[config.mk]
export PLATFORM = sky130hd
export DESIGN_NAME = mux4_rr_sampler_flat
export DESIGN_NICKNAME = d
export VERILOG_FILES = /design/src/rtl/mux4_rr_sampler_if.sv /design/src/rtl/mux4_rr_sampler.sv /design/src/flat_wrapper.sv
export SDC_FILE = /design/constraint.sdc
export NUM_CORES = 1
export LEC_CHECK = 0
export BUFFER_PORTS_ARGS = -buffer_cell sky130_fd_sc_hd__buf_2
export CAP_MARGIN = 10
export CORE_UTILIZATION = 47
export DETAILED_ROUTE_END_ITERATION = 8
export PLACE_DENSITY = 0.84
export SLEW_MARGIN = 20
export SYNTH_ARGS = -nofsm -noshare
export SYNTH_HDL_FRONTEND = slang
export SYNTH_SLANG_ARGS = --single-unit
export TNS_END_PERCENT = 5
[constraint.sdc]
create_clock -name clk -period 4.3 [get_ports clk]
set_input_delay 0.43 -clock clk [delete_from_list [all_inputs] [get_ports clk]]
set_output_delay 0.43 -clock clk [all_outputs]
set_load 0.05 [all_outputs]
[src/rtl/mux4_rr_sampler_if.sv]
// Bundle of request/data inputs and captured-word outputs of the 4-channel sampler.
// master drives requests, data and out_ready; slave is the sampler itself.
interface mux4_rr_sampler_if #(
   parameter int WIDTH = 8
);
   logic [3:0]       req;
   logic [WIDTH-1:0] in0;
   logic [WIDTH-1:0] in1;
   logic [WIDTH-1:0] in2;
   logic [WIDTH-1:0] in3;
   logic [3:0]       ack;
   logic [1:0]       sel;
   logic [WIDTH-1:0] out;
   logic             out_valid;
   logic             out_ready;
   logic             busy;

   modport master (
      output req, in0, in1, in2, in3, out_ready,
      input  ack, sel, out, out_valid, busy
   );

   modport slave (
      input  req, in0, in1, in2, in3, out_ready,
      output ack, sel, out, out_valid, busy
   );
endinterface

[src/rtl/mux4_rr_sampler.sv]
// Arbitrates four 8-bit channels, registers the grant on sel, captures the
// winning word into a holding register and offers it with valid/ready.
module mux4_rr_sampler #(
   parameter int WIDTH = 8,
   parameter bit RR_EN = 1'b1
) (
   input  logic               clk,
   input  logic               rst,
   mux4_rr_sampler_if.slave   bus
);

   typedef enum logic [1:0] {
      IDLE = 2'd0,
      CAPT = 2'd1,
      HOLD = 2'd2
   } state_t;

   state_t           state_q, state_d;
   logic [1:0]       ptr_q, ptr_d;
   logic [1:0]       sel_q, sel_d;
   logic [WIDTH-1:0] out_q, out_d;
   logic             out_valid_q, out_valid_d;
   logic [3:0]       ack_q, ack_d;

   logic [WIDTH-1:0] in_arr [4];
   logic [1:0]       base;
   logic [1:0]       idx;
   logic [1:0]       winner;
   logic             found;

   assign in_arr[0] = bus.in0;
   assign in_arr[1] = bus.in1;
   assign in_arr[2] = bus.in2;
   assign in_arr[3] = bus.in3;

   // Scan starts at ptr for round-robin, at channel 0 for fixed priority.
   always_comb begin
      base   = RR_EN ? ptr_q : 2'd0;
      idx    = base;
      winner = base;
      found  = 1'b0;
      for (int k = 0; k < 4; k++) begin
         idx = base + 2'(k);
         if (!found && bus.req[idx]) begin
            winner = idx;
            found  = 1'b1;
         end
      end
   end

   always_comb begin
      state_d     = state_q;
      ptr_d       = ptr_q;
      sel_d       = sel_q;
      out_d       = out_q;
      out_valid_d = out_valid_q;
      ack_d       = 4'b0000;
      case (state_q)
         IDLE: begin
            if (found) begin
               sel_d   = winner;
               state_d = CAPT;
            end
         end
         CAPT: begin
            out_d        = in_arr[sel_q];
            out_valid_d  = 1'b1;
            ack_d[sel_q] = 1'b1;
            state_d      = HOLD;
         end
         HOLD: begin
            // out is kept after the handshake; only the valid flag drops.
            if (out_valid_q && bus.out_ready) begin
               out_valid_d = 1'b0;
               ptr_d       = sel_q + 2'd1;
               state_d     = IDLE;
            end
         end
         default: state_d = IDLE;
      endcase
   end

   always_ff @(posedge clk) begin
      if (rst) begin
         state_q     <= IDLE;
         ptr_q       <= 2'd0;
         sel_q       <= 2'd0;
         out_q       <= '0;
         out_valid_q <= 1'b0;
         ack_q       <= 4'b0000;
      end else begin
         state_q     <= state_d;
         ptr_q       <= ptr_d;
         sel_q       <= sel_d;
         out_q       <= out_d;
         out_valid_q <= out_valid_d;
         ack_q       <= ack_d;
      end
   end

   assign bus.ack       = ack_q;
   assign bus.sel       = sel_q;
   assign bus.out       = out_q;
   assign bus.out_valid = out_valid_q;
   assign bus.busy      = (state_q != IDLE);

endmodule

[src/flat_wrapper.sv]
// flat-port wrapper written by rule: the top's interface ports become plain ports
module mux4_rr_sampler_flat 
#(
   parameter int WIDTH = 8,
   parameter bit RR_EN = 1'b1
)
  (clk, rst, bus_req, bus_in0, bus_in1, bus_in2, bus_in3, bus_out_ready, bus_ack, bus_sel, bus_out, bus_out_valid, bus_busy);
  mux4_rr_sampler_if #(.WIDTH(WIDTH)) bus_i ();
  input  logic clk;
  input  logic rst;
  input wire logic [$bits(bus_i.req)-1:0] bus_req;
  input wire logic [$bits(bus_i.in0)-1:0] bus_in0;
  input wire logic [$bits(bus_i.in1)-1:0] bus_in1;
  input wire logic [$bits(bus_i.in2)-1:0] bus_in2;
  input wire logic [$bits(bus_i.in3)-1:0] bus_in3;
  input wire logic [$bits(bus_i.out_ready)-1:0] bus_out_ready;
  output wire logic [$bits(bus_i.ack)-1:0] bus_ack;
  output wire logic [$bits(bus_i.sel)-1:0] bus_sel;
  output wire logic [$bits(bus_i.out)-1:0] bus_out;
  output wire logic [$bits(bus_i.out_valid)-1:0] bus_out_valid;
  output wire logic [$bits(bus_i.busy)-1:0] bus_busy;
  assign bus_i.req = bus_req;
  assign bus_i.in0 = bus_in0;
  assign bus_i.in1 = bus_in1;
  assign bus_i.in2 = bus_in2;
  assign bus_i.in3 = bus_in3;
  assign bus_i.out_ready = bus_out_ready;
  assign bus_ack = bus_i.ack;
  assign bus_sel = bus_i.sel;
  assign bus_out = bus_i.out;
  assign bus_out_valid = bus_i.out_valid;
  assign bus_busy = bus_i.busy;
  mux4_rr_sampler #(.WIDTH(WIDTH), .RR_EN(RR_EN)) u_core (.clk(clk), .rst(rst), .bus(bus_i));
endmodule
Word level (Yosys, flattened, before mapping)
Index checks and enable logic that the tools add are counted.
W data, S select, Z words.
- register bits: 19
- latch bits: 0
- bits in writable memories: 0
- memory bits (read-only): 0
- input port bits: 39
- output and inout bits: 16
- word-level logic and storage cells: 64
- memories kept: 0
- add/subtract/negate cells: 4
- $mul: 0
- div/mod/pow operators: 0
- magnitude comparators: 7
- eq/ne operators: 4
- shift-type cells: 0
- multiplexer cells: 25
- bitwise logic cells: 2
- reductions and logical operators: 16
- operators by type and width (kind ; number):
    $bmux W8 S2 ; 1
    $mux W8 ; 2
    $lt A2 B3 Y1 const B ; 5
    $mux W1 ; 10
    $mux W2 ; 5
    $bmux W1 S2 ; 4
    $reduce_and A2 Y1 ; 4
    $pmux W2 S3 ; 1
    $logic_and A1 B1 Y1 ; 5
    $add A2 B1 Y2 const B ; 2
    $add A2 B2 Y2 const B ; 2
    $ne A2 B1 Y1 const B ; 2
    $reduce_bool A2 Y1 ; 2
    $ge A3 B3 Y1 const B ; 1
    $logic_not A1 Y1 ; 3
    $not A2 Y3 ; 1
    $demux W1 S2 ; 1
    $eq A2 B1 Y1 const B ; 1
    $eq A2 B2 Y1 const B ; 1
    $ge A2 B1 Y1 const B ; 1
    $logic_not A2 Y1 ; 1
    $pmux W1 S2 ; 1
    $reduce_or A2 Y1 ; 1
    $not A1 Y1 ; 1

Depth between registers and ports, before layout
Gate-level depths: netlist of run 1.
- depth in word-level cells: 14
- depth in mapped cells: 5
- depth with buffers taken out: 4

Least setup slack after synthesis of run 1
Ideal clock, no wire load.
- path type: register to register
- from: reg u_core.sel_q[0], in the netlist u_core.bus.sel[0]
- to: reg u_core.out_q[0], in the netlist u_core.bus.out[0]
- library setup time: 132 ps
- arrival time: 1652 ps
- required time: 4168 ps
- slack: 2516 ps
- cell stages (with the launch flop): 5
- buffers on the path: 1
- period minus slack after synthesis: 1784 ps
- cell sequence: dfxtp_1 -> buf_2 -> mux4_2 -> nand2_1 -> a21oi_1
- cells in the longest elaborated chain, start to end: 4
- ends and longest elaborated chain (item ; RTL line ; RTL):
    from (decl) ; mux4_rr_sampler.sv:20 ; logic [1:0] sel_q, sel_d;
    from (signal assigned) ; mux4_rr_sampler.sv:94 ; sel_q <= sel_d;
    $not A2 Y3 (not written as such) ; mux4_rr_sampler.sv:66 ; out_d = in_arr[sel_q];
    $bmux W8 S2 ; mux4_rr_sampler.sv:66 ;
    $mux W8 (not written as such) (2 in a row) ; mux4_rr_sampler.sv:66 ;
    to (signal assigned) ; mux4_rr_sampler.sv:95 ; out_q <= out_d;
    to (decl) ; mux4_rr_sampler.sv:21 ; logic [WIDTH-1:0] out_q, out_d;
No other way between the ends. The select of a mux whose other input is x is not followed.
A chain may end at the register's enable or synchronous reset.

Final worst setup path of run 1
- from: reg u_core.sel_q[0], in the netlist u_core.bus.sel[0]
- to: out bus_sel[0]
- RTL lines (item ; RTL line ; RTL):
    to (decl) ; flat_wrapper.sv:18 ; output wire logic [$bits(bus_i.sel)-1:0] bus_sel;
No word-level cell between the ends.

==> impl_metrics.yaml, run 1 <==
status:
  status: "complete, no violations"
sta:
  tns_ns: 0
  period_needed_ns: 1.88
  max_slew_margin_pct: 46.6
  worst_pin_slew_ns: 0.799
  whs_ns: 0.444
  skew_ns: 0.00492
  slew_violations: 0
  fin_crit_sh_pct: 43.7
  setup_viol: 0
  rsz0062_at_grt: "false"
  finalHoldViolations: 0
  fmax_mhz: 532
flow_run:
  cap_violations: 0
grt:
  overflow: 0
  first_global_vias: 910
  antenna_found_initial: 0
  grt.total_usage_pct: 20.3
  grt_max_degree: 15
  grt_first_pass_wirelength_mm: 3.71
die:
  die_y_um: 49.3
  fp.dieW_um: 49.3
  io_pins: 55
  rows: 16
  die_area_um2: 2430
  coreArea_um2: 2020
  start_util_pct: 52.0
cells_and_area:
  drive_gt1_share_pct: 44.4
  register_area_um2: 380
  area_growth_pct: 29.0
  antenna-diode-count: 0
  fin_nets: 204
  multiInputGateArea_um2: 623
  num-fill-cells: 182
  final_util_pct: 67.1
  layoutNonFillerInstCount: 187
setup_path:
  crit_path_cell_trace: "buf_2"
  cp.required_ns: 3.87
  arrival_ns: 1.45
  max_stage_delay_ns: 0.78
  start_kind: "register"
  cp_slowest_cell: "dfxtp_1"
  crit_buf_inv: 1
  crit_fanout: 13
  cp-end-kind: "output pin"
  path_class: "reg2out"
  cp_top_family: "flip-flops"
synthesis:
  synthesis.nets: 151
  synth-async-reset-ratio_pct: 0
  yosysWarnings: 0
  synth-edff-count: 0
  seq_area_frac_synth_pct: 36.2
  ys_types: 30
  syn_area_per_cell_um2: 9.73
  synth_seq_cells: 19
  synth_area_um2: 1050
  synthFlopType: "dfxtp_1"
  syn_inst: 108
power:
  p_leak_nw: 0.635
  p_sw_share_pct: 34.4
  p_int_uw: 277
  combPwrFrac_pct: 31.3
  p_per_area_nw_per_um2: 311
  finalPower_uw: 422
  vdd_ir_drop_max_mv: 0.241
  seqPwrFrac_pct: 48.1
  p_sw_uw: 145
  clockPowerShare_pct: 20.6
cts:
  hold_buffers: 0
  path_clk_slew_ns: 0.09
  cts_buffer_depth: 2
  cts_buffers: 3
  clk_latency_ns: 0.29
  cts_setup_buffers: 0
  cts_tree: "built"
  cts_sinks: 19
  cts-resized-gates: 0
  cts_root_buf: "clkbuf_4"
  cts_max_level: 1
routing:
  drc_errors: 0
  post_drt_wl_per_cell_um: 12.2
  vias: 1003
  postRouteAntennaNets: 0
  first_iter_violations: 18
  via_per_inst: 5.36
  dr.pass1.iters: 4
  routed_wl_mm: 2.29
place:
  io_buffers: 54
  placedCellCount: 183
  gp_congestion: 0.782
  place_hpwl_mm: 1.81
hold_path:
  min_path_type: "in2reg"
cell usage after synthesis, types with 2 or more instances:
| library cell | number | area [um^2] |
|---|---|---|
| ha_1 | 4 | 50.1 |
| nand2b_1 | 5 | 31.3 |
| a211oi_1 | 2 | 15.0 |
| clkbuf_1 | 4 | 15.0 |
| inv_1 | 6 | 22.5 |
| dfxtp_1 | 19 | 380 |
| mux4_2 | 8 | 180 |
| a21oi_1 | 14 | 70.1 |
| nand2_1 | 17 | 63.8 |
| and3_1 | 4 | 25.0 |
| or2_2 | 2 | 12.5 |
| nand4bb_1 | 2 | 22.5 |
| nor2_1 | 3 | 11.3 |
| o211ai_1 | 2 | 15.0 |
worst register-to-register path, delay by kind of cell, from the launching register on:
| kind | cells | cell delay (ns) |
|---|---|---|
| AND/OR/NAND/NOR | 1 | 0.08 |
| AO/OA/AOI/OAI | 1 | 0.07 |
| flip-flops | 1 | 0.78 |
| multiplexers | 1 | 0.59 |
logic make-up (layout without fill, tap and decap cells):
kind of cell / count (synthesis) / in the layout / share of synthesized area [%]
AO/OA/AOI/OAI: 23 / 23 / 14.2
adder cells (fa/ha/maj): 4 / 4 / 4.76
buffers and inverters: 12 / 64 / 4.52
flip-flops: 19 / 19 / 36.2
multiplexers: 10 / 10 / 19.2
AND/OR/NAND/NOR: 40 / 40 / 21.2
final timing paths:
check | slack [ns] | start | to | cells after the start
max | 2.42 | u_core.bus.sel[0]$_SDFFE_PP0P_ | bus_sel[0] | 1
max reg2reg | 2.68 | u_core.bus.sel[0]$_SDFFE_PP0P_ | u_core.bus.out[6]$_SDFFE_PP0P_ | 3
min reg2reg | 0.46 | u_core.bus.out[5]$_SDFFE_PP0P_ | u_core.bus.out[5]$_SDFFE_PP0P_ | 2
min | 0.44 | bus_out_ready | u_core.state_q[1]$_SDFFE_PP0P_ | 4
per-stage QoR:
| step | worst slack (ns) | cell area (um^2) |
|---|---|---|
| 3_5_place_dp | 2.66 | 1330 |
| 6_report | 2.42 | 1360 |
| 3_3_place_gp | 2.72 | 1330 |
| 5_1_grt | 2.28 | 1360 |
| 2_1_floorplan | 2.52 | 1050 |
| 4_1_cts | 2.38 | 1360 |
cells in the final DEF (no fill, tap or decap), types with 2 or more instances in the layout:
cell type	n
inv_1	6
a21oi_1	14
nand4bb_1	2
buf_2	54
or2_2	2
o211ai_1	2
clkbuf_4	3
mux4_2	8
dfxtp_1	19
nor2_1	3
ha_1	4
nand2b_1	5
a211oi_1	2
and3_1	4
nand2_1	17
final cells by class:
type	count	share of cell area [%]
Inverter	6	1.66
Sequential cell	19	28.0
Multi-Input combinational cell	77	45.9
Timing Repair Buffer	54	19.9
Tap cell	27	2.49
Clock buffer	4	1.94
flip-flops by register name (all words and copies together) (netlist names):
register / flops
u_core.bus.out: 8
u_core.bus.ack: 4
u_core.base: 2
u_core.bus.sel: 2
u_core.state_q: 2
u_core.bus.out_valid: 1
power groups by stage:
stage               Clock (mW)  Combinational [mW]  Sequential, mW
floorplan                    0              0.0643           0.237
global placement             0               0.130           0.206
detailed placement           0               0.133           0.207
CTS                     0.0877               0.133           0.203
global route            0.0976               0.142           0.206
finish                  0.0868               0.132           0.203
metal layers:
| metal | part of all wire (%) | vias up | track usage [%] | wire [um] |
|---|---|---|---|---|
| li1 | - | 492 | - | - |
| met1 | 40 | 476 | 21.2 | 922 |
| met2 | 55 | 31 | 39.3 | 1250 |
| met3 | 4.2 | 4 | 3.74 | 96 |
| met4 | 0.87 | 0 | 7.35 | 20 |
| met5 | 0 | - | 0 | 0 |
Power figures use the tool's default switching activity.
==> run 2, diff against run 1 <==
- ABC_AREA: default -> 1
- PLACE_DENSITY: 0.84 -> 0.8
- clock period: 4.3 -> 1.9 ns (I/O delays scaled with it)
==> run 2 against run 1 <==
Routed wire length is 28% higher. Cell count is 57% higher. Clock skew is 0.0048 ns higher. Synthesized cell count is 94% higher. Critical path depth is 10 higher. Count of clock-buffer cells in the layout is 1 lower. Clock power is 130% higher. Die area is 19% higher. Register-to-register slack worse by 2.3 ns. Critical path type is now reg2reg. Highest routed layer unchanged.
==> impl_metrics.yaml, run 2 <==
status:
  status: "complete, no violations"
cells_and_area:
  largest_reg_flops: 8
  fin_nets: 307
  drive_gt1_share_pct: 26.6
  layoutNonFillerInstCount: 293
  mostFrequentLayoutCells: "54 x buf_2, 51 x nand2_1, 43 x nor2_1"
  area_growth_pct: 24.8
  postLayoutCellArea_um2: 1570
  final_util_pct: 62.7
  antenna-diode-count: 0
  layout_commonest_cell: "buf_2"
cts:
  path_clk_slew_ns: 0.11
  cts_buffers: 3
  cts_sinks: 19
  hold_buffers: 0
  cts_max_level: 1
  cts_root_buf: "clkbuf_4"
  cts_tree: "built"
  cts_setup_buffers: 0
  clk_latency_ns: 0.30
  cts-resized-gates: 0
  cts_buffer_depth: 2
synthesis:
  synthesis.nets: 253
  yosysMostFrequentCell: "nand2_1"
  syn_inst: 210
  synth_area_um2: 1260
  seq_area_frac_synth_pct: 30.3
  synthTopCellsByCount: "51 x nand2_1, 43 x nor2_1, 27 x o21ai_0, 22 x inv_1, 19 x dfxtp_1"
  synthFlopType: "dfxtp_1"
  synth_seq_cells: 19
  synth-async-reset-ratio_pct: 0
  syn_area_per_cell_um2: 5.98
  synth_top_area_share_pct: 30.3
  ys_types: 22
  yosys.area.top_type: "dfxtp_1"
  synth-edff-count: 0
  synth_area_leaders: "dfxtp_1 30%, nand2_1 15%, nor2_1 13%"
  yosysWarnings: 0
hold_path:
  whs_path_depth: 2
  min_path_type: "in2reg"
  min-delay-start: "rst"
sta:
  period_needed_ns: 1.47
  skew_ns: 0.00970
  slew_violations: 0
  max_slew_margin_pct: 65.4
  fin_crit_sh_pct: 77.5
  tns_ns: 0
  setup_viol: 0
  setup_slack_ns: 0.427
  rsz0062_at_grt: "false"
  worst_pin_slew_ns: 0.518
  whs_ns: 0.196
  fmax_mhz: 679
  finalHoldViolations: 0
flow_run:
  cap_violations: 0
setup_path:
  path_class: "reg2reg"
  crit_path_cell_trace: "inv_2 > nand2_1 > nand2_2 > nand2_1 > nand2_2 > nor2_4 > nand3_2 > nand2_2 > nand2_1 > nand2_1 > nor2_1"
  cp-end-kind: "register"
  start_kind: "register"
  max_stage_delay_ns: 0.48
  cp.required_ns: 2.11
  r2r-start: "u_core.base[1]$_SDFFE_PP0P_"
  cp_slowest_cell: "dfxtp_1"
  rr_worst_depth: 11
  crit_start: "u_core.base[1]$_SDFFE_PP0P_"
  arrival_ns: 1.68
  cp_common_cell: "nand2_1"
  crit_fanout: 8
routing:
  vias: 1405
  routed_wl_mm: 2.94
  first_iter_violations: 33
  postRouteAntennaNets: 0
  drc_errors: 0
  post_drt_wl_per_cell_um: 10.0
  via_per_inst: 4.80
  dr.pass1.iters: 4
grt:
  first_global_vias: 1099
  gr-usage-met2_pct: 33.3
  grt_max_degree: 21
  grt_util_met3_pct: 5.65
  antenna_found_initial: 0
  grt.total_usage_pct: 22.3
  overflow: 0
  grt_first_pass_wirelength_mm: 4.75
  gr-usage-met1_pct: 32.8
  grt.busiest_layer: "met2"
place:
  place_hpwl_mm: 2.29
  place_ws_ns: 0.423
  io_buffers: 54
  dpl-instance-area_um2: 1540
  gp_congestion: 0.821
  placedCellCount: 289
die:
  start_util_pct: 50.3
  io_pins: 55
  fp.dieW_um: 53.7
  die_area_um2: 2880
  rows: 18
  coreArea_um2: 2500
  die_y_um: 53.7
power:
  vdd_ir_drop_max_mv: 0.560
  finalPower_mw: 1.25
  p_leak_nw: 0.886
  p_per_area_nw_per_um2: 796
[run 2: routing by layer]
| metal | up-vias | wire, um |
|---|---|---|
| met5 | - | 0 |
| met3 | 2 | 142 |
| met4 | 0 | 11 |
| met2 | 41 | 1310 |
| met1 | 596 | 1470 |
| li1 | 766 | - |
[run 2: critical path: cells and delay by family (launching register included)]
family                 cells  cell delay (ns)
buffers and inverters      1             0.11
and+or+nand+nor           10             0.79
DFF                        1             0.48
[run 2: cell type report]
| type | instances | area (um^2) |
|---|---|---|
| multi-input combinational | 156 | 728 |
| tap | 30 | 37.5 |
| fill | 253 | 932 |
| sequential | 19 | 380 |
| clock buffer | 3 | 22.5 |
| timing repair buffer | 57 | 293 |
| clock inverter | 1 | 5.00 |
| inverter | 27 | 101 |
[run 2: cells by family (layout without fill, tap and decap cells)]
family,Yosys count,after routing,synth area share [%]
adders and majority gates,4,4,3.98
AOI/OAI and AO/OA,39,39,16.3
xor gates and xnor gates,1,1,0.697
DFF,19,19,30.3
buffers and inverters,35,88,11.8
and+or+nand+nor,112,112,37.0
[run 2: final timing paths]
kind         slack, ns                                end
max               0.43     u_core.bus.sel[0]$_SDFFE_PP0P_
max reg2reg       0.43     u_core.bus.sel[0]$_SDFFE_PP0P_
min reg2reg       0.51  u_core.bus.out_valid$_SDFFE_PP0P_
min               0.20     u_core.bus.sel[1]$_SDFFE_PP0P_
[run 2: power breakdown]
group          internal (mW)  leakage, nW  switching (mW)
sequential             0.448        0.156          0.0279
clock                 0.0783       0.0177           0.124
combinational          0.166        0.712           0.403
total                  0.693        0.886           0.555
